<file path="src/rtl/pc_gen_if.sv">
// ---------------------------------------------------------------------------
// pc_gen_if : fetch-PC generator bus.
//   Groups the PCSel code, the candidate next-PC addresses, the IF-side
//   ready, and the fetch PC handed to IF with its status flags.
//   master : upstream/IF side (drives PCSel, candidates, IF_Ready).
//   slave  : pc_gen side (drives PC_Out, PC_Valid, PC_Kill, PC_AdEL,
//            Redirect_Pending).
// ---------------------------------------------------------------------------
interface pc_gen_if #(
  parameter int unsigned PCSEL_W = 3
);
  localparam int unsigned ADDR_W = 32;

  logic [PCSEL_W-1:0] PCSel;
  logic [ADDR_W-1:0]  BPU_Target;
  logic [ADDR_W-1:0]  Correct_PC;
  logic [ADDR_W-1:0]  EPC;
  logic [ADDR_W-1:0]  MEM_PC;
  logic [ADDR_W-1:0]  Except_PC;
  logic               IF_Ready;

  logic [ADDR_W-1:0]  PC_Out;
  logic               PC_Valid;
  logic               PC_Kill;
  logic               PC_AdEL;
  logic               Redirect_Pending;

  modport master (
    output PCSel, BPU_Target, Correct_PC, EPC, MEM_PC, Except_PC, IF_Ready,
    input  PC_Out, PC_Valid, PC_Kill, PC_AdEL, Redirect_Pending
  );

  modport slave (
    input  PCSel, BPU_Target, Correct_PC, EPC, MEM_PC, Except_PC, IF_Ready,
    output PC_Out, PC_Valid, PC_Kill, PC_AdEL, Redirect_Pending
  );
endinterface

</file>
<file path="src/rtl/pc_gen.sv">
// ---------------------------------------------------------------------------
// pc_gen : pre-IF program-counter register and next-PC mux.
//   Holds the architectural fetch PC and offers it to IF over a valid/ready
//   handshake. Redirects (Correct/EPC/MEMPC/Except) that arrive while IF is
//   stalled are buffered in a single pending slot (newest wins), so the
//   presented PC stays stable until IF accepts it and no redirect is lost.
// Ports:
//   clk  : clock, rising edge
//   rst  : asynchronous active-high reset
//   bus  : pc_gen_if.slave
//          in : PCSel, BPU_Target, Correct_PC, EPC, MEM_PC, Except_PC,
//               IF_Ready
//          out: PC_Out (registered), PC_Valid (registered),
//               PC_Kill (comb, only set on fire), PC_AdEL (comb from PC_Out),
//               Redirect_Pending (state == HOLD)
// ---------------------------------------------------------------------------
module pc_gen #(
  parameter logic [31:0] RESET_PC = 32'hBFC0_0000,
  parameter int unsigned PCSEL_W  = 3
) (
  input  logic     clk,
  input  logic     rst,
  pc_gen_if.slave  bus
);

  localparam int unsigned ADDR_W = 32;

  localparam logic [PCSEL_W-1:0] SEL_PC4     = PCSEL_W'(0);
  localparam logic [PCSEL_W-1:0] SEL_TARGET  = PCSEL_W'(1);
  localparam logic [PCSEL_W-1:0] SEL_CORRECT = PCSEL_W'(2);
  localparam logic [PCSEL_W-1:0] SEL_EPC     = PCSEL_W'(3);
  localparam logic [PCSEL_W-1:0] SEL_MEMPC   = PCSEL_W'(4);
  localparam logic [PCSEL_W-1:0] SEL_EXCEPT  = PCSEL_W'(5);

  typedef enum logic {
    ST_RUN  = 1'b0,
    ST_HOLD = 1'b1
  } state_t;

  state_t              r_state;
  state_t              w_state_nxt;
  logic [ADDR_W-1:0]   r_pc;
  logic [ADDR_W-1:0]   r_pend_pc;
  logic                r_valid;

  logic                w_fire;
  logic                w_redir;
  logic [ADDR_W-1:0]   w_redir_pc;
  logic [ADDR_W-1:0]   w_seq_pc;
  logic [ADDR_W-1:0]   w_pc_nxt;
  logic [ADDR_W-1:0]   w_pend_nxt;
  logic                w_kill;

  assign w_fire = r_valid & bus.IF_Ready;

  // Redirect-class decode; codes 6-7 fall into the sequential (PC4) class.
  always_comb begin
    w_redir    = 1'b0;
    w_redir_pc = '0;
    case (bus.PCSel)
      SEL_CORRECT: begin w_redir = 1'b1; w_redir_pc = bus.Correct_PC; end
      SEL_EPC:     begin w_redir = 1'b1; w_redir_pc = bus.EPC;        end
      SEL_MEMPC:   begin w_redir = 1'b1; w_redir_pc = bus.MEM_PC;     end
      SEL_EXCEPT:  begin w_redir = 1'b1; w_redir_pc = bus.Except_PC;  end
      default:     begin w_redir = 1'b0; w_redir_pc = '0;             end
    endcase
  end

  // Sequential-class next PC; PC + 4 wraps modulo 2^32.
  assign w_seq_pc = (bus.PCSel == SEL_TARGET) ? bus.BPU_Target
                                              : r_pc + ADDR_W'(4);

  // State register.
  always_ff @(posedge clk or posedge rst) begin
    if (rst) r_state <= ST_RUN;
    else     r_state <= w_state_nxt;
  end

  // Next-state: enter HOLD on a stalled redirect, leave it on the next fire.
  always_comb begin
    w_state_nxt = r_state;
    case (r_state)
      ST_RUN:  if (w_redir && !w_fire) w_state_nxt = ST_HOLD;
      ST_HOLD: if (w_fire)             w_state_nxt = ST_RUN;
      default:                         w_state_nxt = ST_RUN;
    endcase
  end

  // Datapath decisions: next PC, pending slot update, and the kill flag.
  always_comb begin
    w_pc_nxt   = r_pc;
    w_pend_nxt = r_pend_pc;
    w_kill     = 1'b0;
    case (r_state)
      ST_RUN: begin
        if (w_fire) begin
          if (w_redir) begin
            w_pc_nxt = w_redir_pc;
            w_kill   = 1'b1;
          end else begin
            w_pc_nxt = w_seq_pc;
          end
        end else if (w_redir) begin
          w_pend_nxt = w_redir_pc;
        end
      end
      ST_HOLD: begin
        // Sequential candidates are ignored here; a fresh redirect overrides
        // the buffered one.
        if (w_fire) begin
          w_kill   = 1'b1;
          w_pc_nxt = w_redir ? w_redir_pc : r_pend_pc;
        end else if (w_redir) begin
          w_pend_nxt = w_redir_pc;
        end
      end
      default: begin
        w_pc_nxt   = r_pc;
        w_pend_nxt = r_pend_pc;
        w_kill     = 1'b0;
      end
    endcase
  end

  // PC, pending slot and valid registers. Valid rises one cycle after reset.
  always_ff @(posedge clk or posedge rst) begin
    if (rst) begin
      r_pc      <= RESET_PC;
      r_pend_pc <= '0;
      r_valid   <= 1'b0;
    end else begin
      r_pc      <= w_pc_nxt;
      r_pend_pc <= w_pend_nxt;
      r_valid   <= 1'b1;
    end
  end

  assign bus.PC_Out           = r_pc;
  assign bus.PC_Valid         = r_valid;
  assign bus.PC_Kill          = w_kill;
  assign bus.PC_AdEL          = |r_pc[1:0];
  assign bus.Redirect_Pending = (r_state == ST_HOLD);

endmodule

</file>
<file path="src/flat_wrapper.sv">
// flat-port wrapper written by rule: the top's interface ports become plain ports
module pc_gen_flat 
#(
  parameter logic [31:0] RESET_PC = 32'hBFC0_0000,
  parameter int unsigned PCSEL_W  = 3
)
  (clk, rst, bus_PCSel, bus_BPU_Target, bus_Correct_PC, bus_EPC, bus_MEM_PC, bus_Except_PC, bus_IF_Ready, bus_PC_Out, bus_PC_Valid, bus_PC_Kill, bus_PC_AdEL, bus_Redirect_Pending);
  pc_gen_if #(.PCSEL_W(PCSEL_W)) bus_i ();
  input  logic clk;
  input  logic rst;
  input wire logic [$bits(bus_i.PCSel)-1:0] bus_PCSel;
  input wire logic [$bits(bus_i.BPU_Target)-1:0] bus_BPU_Target;
  input wire logic [$bits(bus_i.Correct_PC)-1:0] bus_Correct_PC;
  input wire logic [$bits(bus_i.EPC)-1:0] bus_EPC;
  input wire logic [$bits(bus_i.MEM_PC)-1:0] bus_MEM_PC;
  input wire logic [$bits(bus_i.Except_PC)-1:0] bus_Except_PC;
  input wire logic [$bits(bus_i.IF_Ready)-1:0] bus_IF_Ready;
  output wire logic [$bits(bus_i.PC_Out)-1:0] bus_PC_Out;
  output wire logic [$bits(bus_i.PC_Valid)-1:0] bus_PC_Valid;
  output wire logic [$bits(bus_i.PC_Kill)-1:0] bus_PC_Kill;
  output wire logic [$bits(bus_i.PC_AdEL)-1:0] bus_PC_AdEL;
  output wire logic [$bits(bus_i.Redirect_Pending)-1:0] bus_Redirect_Pending;
  assign bus_i.PCSel = bus_PCSel;
  assign bus_i.BPU_Target = bus_BPU_Target;
  assign bus_i.Correct_PC = bus_Correct_PC;
  assign bus_i.EPC = bus_EPC;
  assign bus_i.MEM_PC = bus_MEM_PC;
  assign bus_i.Except_PC = bus_Except_PC;
  assign bus_i.IF_Ready = bus_IF_Ready;
  assign bus_PC_Out = bus_i.PC_Out;
  assign bus_PC_Valid = bus_i.PC_Valid;
  assign bus_PC_Kill = bus_i.PC_Kill;
  assign bus_PC_AdEL = bus_i.PC_AdEL;
  assign bus_Redirect_Pending = bus_i.Redirect_Pending;
  pc_gen #(.RESET_PC(RESET_PC), .PCSEL_W(PCSEL_W)) u_core (.clk(clk), .rst(rst), .bus(bus_i));
endmodule
</file>
<file path="config.mk">
export PLATFORM = sky130hd
export DESIGN_NAME = pc_gen_flat
export DESIGN_NICKNAME = d
export VERILOG_FILES = /design/src/rtl/pc_gen_if.sv /design/src/rtl/pc_gen.sv /design/src/flat_wrapper.sv
export SDC_FILE = /design/constraint.sdc
export NUM_CORES = 1
export LEC_CHECK = 0
export ABC_AREA = 1
export ABC_CLOCK_PERIOD_IN_PS = 3390
export CAP_MARGIN = 20
export CORE_MARGIN = 1
export CORE_UTILIZATION = 40
export DETAILED_ROUTE_END_ITERATION = 7
export HOLD_SLACK_MARGIN = 0.05
export PLACE_DENSITY = 0.72
export SYNTH_ARGS = -nofsm -noshare
export SYNTH_HDL_FRONTEND = slang
export SYNTH_SLANG_ARGS = --single-unit
</file>
<file path="constraint.sdc">
create_clock -name clk -period 3.39 [get_ports clk]
set_input_delay 1.017 -clock clk [delete_from_list [all_inputs] [get_ports clk]]
set_output_delay 1.017 -clock clk [all_outputs]
set_load 0.02 [all_outputs]
</file>
### Yosys cells after proc, flatten, opt, wreduce, memory -nomap -nowiden

Cells that the tools add are included.

* flip-flop bits (word level): 66
* latch bits: 0
* bits in writable memories: 0
* bits in read-only memories: 0
* bits of input ports: 166
* output and inout bits: 36
* logic and storage cells: 35
* memories kept: 0

* $add $sub $neg: 1
* multipliers: 0
* div/mod/pow operators: 0
* $lt $le $gt $ge: 0
* eq/ne operators: 7
* shift-type cells: 0
* multiplexer cells: 16
* bitwise gates (word level): 2
* reductions and logical operators: 5

Operators by type and width (count)
* 32-bit two-way mux: 6
* 32-bit case mux with 4 select lines: 1
* 32-bit case mux with 2 select lines: 1
* 32-bit by 3-bit adder with 32-bit output (second input constant): 1
* 3-bit by 2-bit equality test with 1-bit output (second input constant): 2
* 3-bit equality test (second input constant): 2
* 1-bit two-way mux: 6
* 1-bit case mux with 2 select lines: 2
* 4-bit OR reduction: 1
* 3-bit by 1-bit equality test with 1-bit output (second input constant): 1
* 2-bit by 1-bit != test with 1-bit output (second input constant): 1
* 2-bit != test (second input constant): 1
* 2-bit AND reduction: 1
* 2-bit OR reduction: 1
* 1-bit AND: 1
* 1-bit logical AND: 1
* 1-bit zero test: 1
* 1-bit NOT: 1

### Longest topological paths before layout

Gate-level depths: netlist of run 1.

* depth after elaboration: 6
* gate-level depth with buffers: 10

### Least setup slack after synthesis of run 1

OpenSTA, ideal clock, no wires.

* path kind: input to output
* start point: input port bus_PCSel[2]
* end point: output port bus_PC_Kill
* data arrival time: 1643 ps
* slack: 730 ps
* cell stages on the path: 6
* cell sequence: inv_1 nand2_1 nand2_4 nand2_2 nand2_1 inv_1

* cells in the longest elaborated chain, start to end: 6
* elaborated cells between the ends (all ways): 9
* those cells by class: eq/ne: 4; mux: 4; reduce/logical: 1

RTL lines
* from (decl): line flat_wrapper.sv:11 `input wire logic [$bits(bus_i.PCSel)-1:0] bus_PCSel;`
* 3-bit by 2-bit equality test with 1-bit output / 3-bit equality test (equally long branches): line pc_gen.sv:60 `case (bus.PCSel)`
* 4-bit OR reduction (no source line) *
* 1-bit two-way mux *: line pc_gen.sv:60
* 1-bit two-way mux *: line pc_gen.sv:97 `if (w_redir) begin`
* 1-bit two-way mux *: line pc_gen.sv:96 `if (w_fire) begin`
* 1-bit case mux with 2 select lines *: line pc_gen.sv:94 `case (r_state)`
* to (decl): line flat_wrapper.sv:20 `output wire logic [$bits(bus_i.PC_Kill)-1:0] bus_PC_Kill;`

Mark *: on every way between the ends. The rest lies on a longest branch, timed or not.

### Final worst setup path of run 1

Same ends and word-level chain as after synthesis.

==> impl_results.md, run 1 <==
* CTS H-tree depth at 3
* Slew headroom at 65.95%
* Final Net Count at 1,190
* Fmax at 307.1 MHz
* Finished Layout Cells at between 1k and 1.5k
* Post-synth EDFFs at 0
* Multi-input logic area at about 2900 µm²
* #FFs+latches synth at 66
* Avg Cell Area, Syn at around 6 µm²
* Top cells by area, synth: dfrtp_1 (29%), nand2_1 (21%), nor2_1 (10%), inv_1 (5.4%), o21ai_0 (5.3%)
* RSZ-0062 raised after global routing: no
* Total gr overflow at 0
* Critical path startpoint: bus_PCSel[2]
* Place WS at -0.1629 ns
* Vias in the first global route at about 5.5k
* R2R depth at 10
* HPWL after DPL at roughly 13 mm
* Highest metal used: met4
* Mapped Cells at just over 800
* Slew of the pin with the lowest slew margin at about 0.51 ns
* Ys Warns at 0
* Crit path cell chain: clkdlybuf4s50_1 > inv_1 > nand2_1 > nand2_4 > nand2_2 > nand2_1 > inv_1 > clkdlybuf4s15_1
* Reg-to-reg slack, setup at around 1.4 ns
* Layout cells sized above 1 at approximately 5.5%
* Mapped Nets at between 900 and 1k
* WL/cell at approximately 14 µm
* Min cycle time layout at ~3.3 ns
* Core area at between 10,000 and 15,000 µm²
* Min Hold Slack at ~0.48 ns
* DRT Pass-1 Iters at 5
* Share of the synthesized area in the top cell type at between 20% and 30%
* WL met3 at between 1 and 1.5 mm
* Synth area leader: dfrtp_1
* Fin Setup TNS at 0 ns
* Hold Path Class: reg -> reg
* Pin count of the biggest net entering global routing at 67
* Sequential fraction of the synthesis area at 33.44%
* Diode count at 0
* First-pass GRT wire length at 27.54 mm
* Post-route cell area at 7515 µm²
* Pwr dens at 396.8 nW/µm²
* RD Place Congestion at approximately 0.92
* CP arrival at between 2 and 2.5 ns
* Max Root-Sink Buffers at 2
* Sequential Area at 1663 µm²
* Max rail drop VDD at ~0.20 mV
* Total GRT Usage at between 20% and 30%
* Sink Count at 66
* DP Cell Count at 1,180
* Die Ht at 113.5 µm
* DR WL met2 at 7.674 mm
* Hold Crit Depth at 2
* Cell family with most CP delay: buffers and inverters
* Async SR Flop Fraction at 100.0%
* Worst Setup Start Kind: primary input
* # setup viols final at 0
* Outcome: finished, final reports clean
* Starting Density at between 40% and 50%
* Critical Path Max Stage Delay at ~0.52 ns
* Die W at 113.5 µm
* Worst Skew at roughly 0.0048 ns
* Initial antenna violation count at 0
* FF-to-FF Start: u_core.bus.PC_Out[2]$_DFFE_PP0P_
* Post-Syn Area at a little under 5000 µm²
* I/O pin cnt at slightly above 200
* Max_cap viols at 0
* Final WL at around 17 mm
* Placed cell area at around 7200 µm²
* Pleak at between 3 and 4 nW
* P&R area growth vs syn at 51.13%
* Utilization after layout at 62.30%
* Worst hold start: u_core.r_pend_pc[31]$_DFFE_PP0N_
* Leading register cell type out of synthesis: dfrtp_1
* Row Count at 40
* Hold Vio Cnt, Final at 0
* Clock transition at path regs at 0.05 ns
* CP max-delay cell: clkdlybuf4s50_1
* R2r endpoint: u_core.bus.PC_Out[30]$_DFFE_PP0P_
* Required time worst endpoint at ~2.4 ns
* Vias post-DR at 5,959
* Number of distinct library cells after synthesis at 32
* Routed Antenna Nets at 0
* Iter 0 DRT Violations at around 440
* Worst setup margin at 0.1338 ns
* Worst Path Buf+Inv at 4
* # fillers at around 1.2k
* Setup repair bufs after CTS at 0
* Clock latency on the worst-skew pair at 0.33 ns
* Crit. End Element: primary output
* DRC at 0
* Port bufs at roughly 200
* Min-Delay Endpoint: u_core.r_pend_pc[31]$_DFFE_PP0N_
* Met1 wire length at between 7 and 8 mm
* Hold bufs inserted after CTS at 0
* CTS tree: yes
* PostCTS Resize Cnt at 1
* Num CTS Buffers at 9
* Fin crit share at around 96%
* PnR Total Power at 2.982 mW
* Crit-path max FO at 4
* Worst setup path class: in -> out
* Final max-slew violation count at 0
* Die Area at around 13,000 µm²
* Root Buffer: clkbuf_16
* Vias per cell at around 5.0
where the power goes:
part	switching [mW]	internal (mW)	total [mW]
logic	0.538	0.492	1.03
clock network	0.329	0.553	0.882
registers	0.141	0.929	1.07
how the worst max path moves through the flow:
| stage | to | slack [ns] | cells after the start |
|---|---|---|---|
| after floorplan | u_core.bus.PC_Out[0]$_DFFE_PP0P_ | 0.73 | 1 |
| after detailed placement | bus_PC_Kill | -0.16 | 8 |
| after CTS | bus_PC_Kill | 0.10 | 8 |
| after global placement | bus_PC_Kill | -0.13 | 8 |
| after global routing | bus_PC_Kill | 0.006 | 8 |
| final | bus_PC_Kill | 0.13 | 8 |
layer usage:
layer | GRT usage (%) | vias up
li1 | - | 3048
met1 | 39.13 | 2657
met2 | 43.33 | 237
met3 | 3.985 | 17
met4 | 7.895 | 0
met5 | 0 | -
tightest hold or removal path, stage by stage (launching register included):
cell and delay (ns):
dfrtp_1 0.34, nand2_1 0.06, nand2_1 0.05
layout make-up:
cell class	count	share of cell area (%)
Multi-Input combinational cell	651	38.21
Timing Repair Buffer	220	29.34
Sequential cell	66	22.13
Inverter	75	3.746
Clock buffer	14	3.646
Tap cell	168	2.797
Clock inverter	2	0.1332
logic make-up after synthesis:
kind of cell	synth area share, %
and+or+nand+nor	46.68
buffers and inverters	9.059
AOI/OAI and AO/OA	9.612
DFF	33.44
xor gates and xnor gates	0.8809
adders and majority gates	0.2516
other	0.07542
flip-flops by register name, indices dropped and copies added (netlist names):
register and flops:
u_core.bus.Redirect_Pending 1, u_core.bus.PC_Out 32, u_core.bus.PC_Valid 1, u_core.r_pend_pc 32
synth_stat cells (all sizes together) (9+ instances only):
cell	number
o21ai	57
nand2	282
nand3	48
inv	75
dfstp	9
clkbuf	16
nor2	139
buf	20
dfrtp	57
nor3	49
nand4	30
a21oi	26
cell usage in the layout, fill, tap and decap left out, drive strengths merged, types with 4 or more instances in the layout:
| master | instances |
|---|---|
| dfstp | 9 |
| nand4 | 30 |
| nand2 | 282 |
| dfrtp | 57 |
| clkbuf | 14 |
| a21oi | 26 |
| buf | 19 |
| a31oi | 4 |
| o21ai | 57 |
| inv | 75 |
| nor2 | 139 |
| nor3 | 49 |
| nand3 | 48 |
| clkdlybuf4s50 | 200 |
Power figures use the tool's default switching activity.
==> inputs of run 2 (changes only) <==
Settings changed: CTS_CLUSTER_SIZE set to 10.
==> results of run 2 <==
No change in the layout: final DEF, timing and power equal those of run 1.
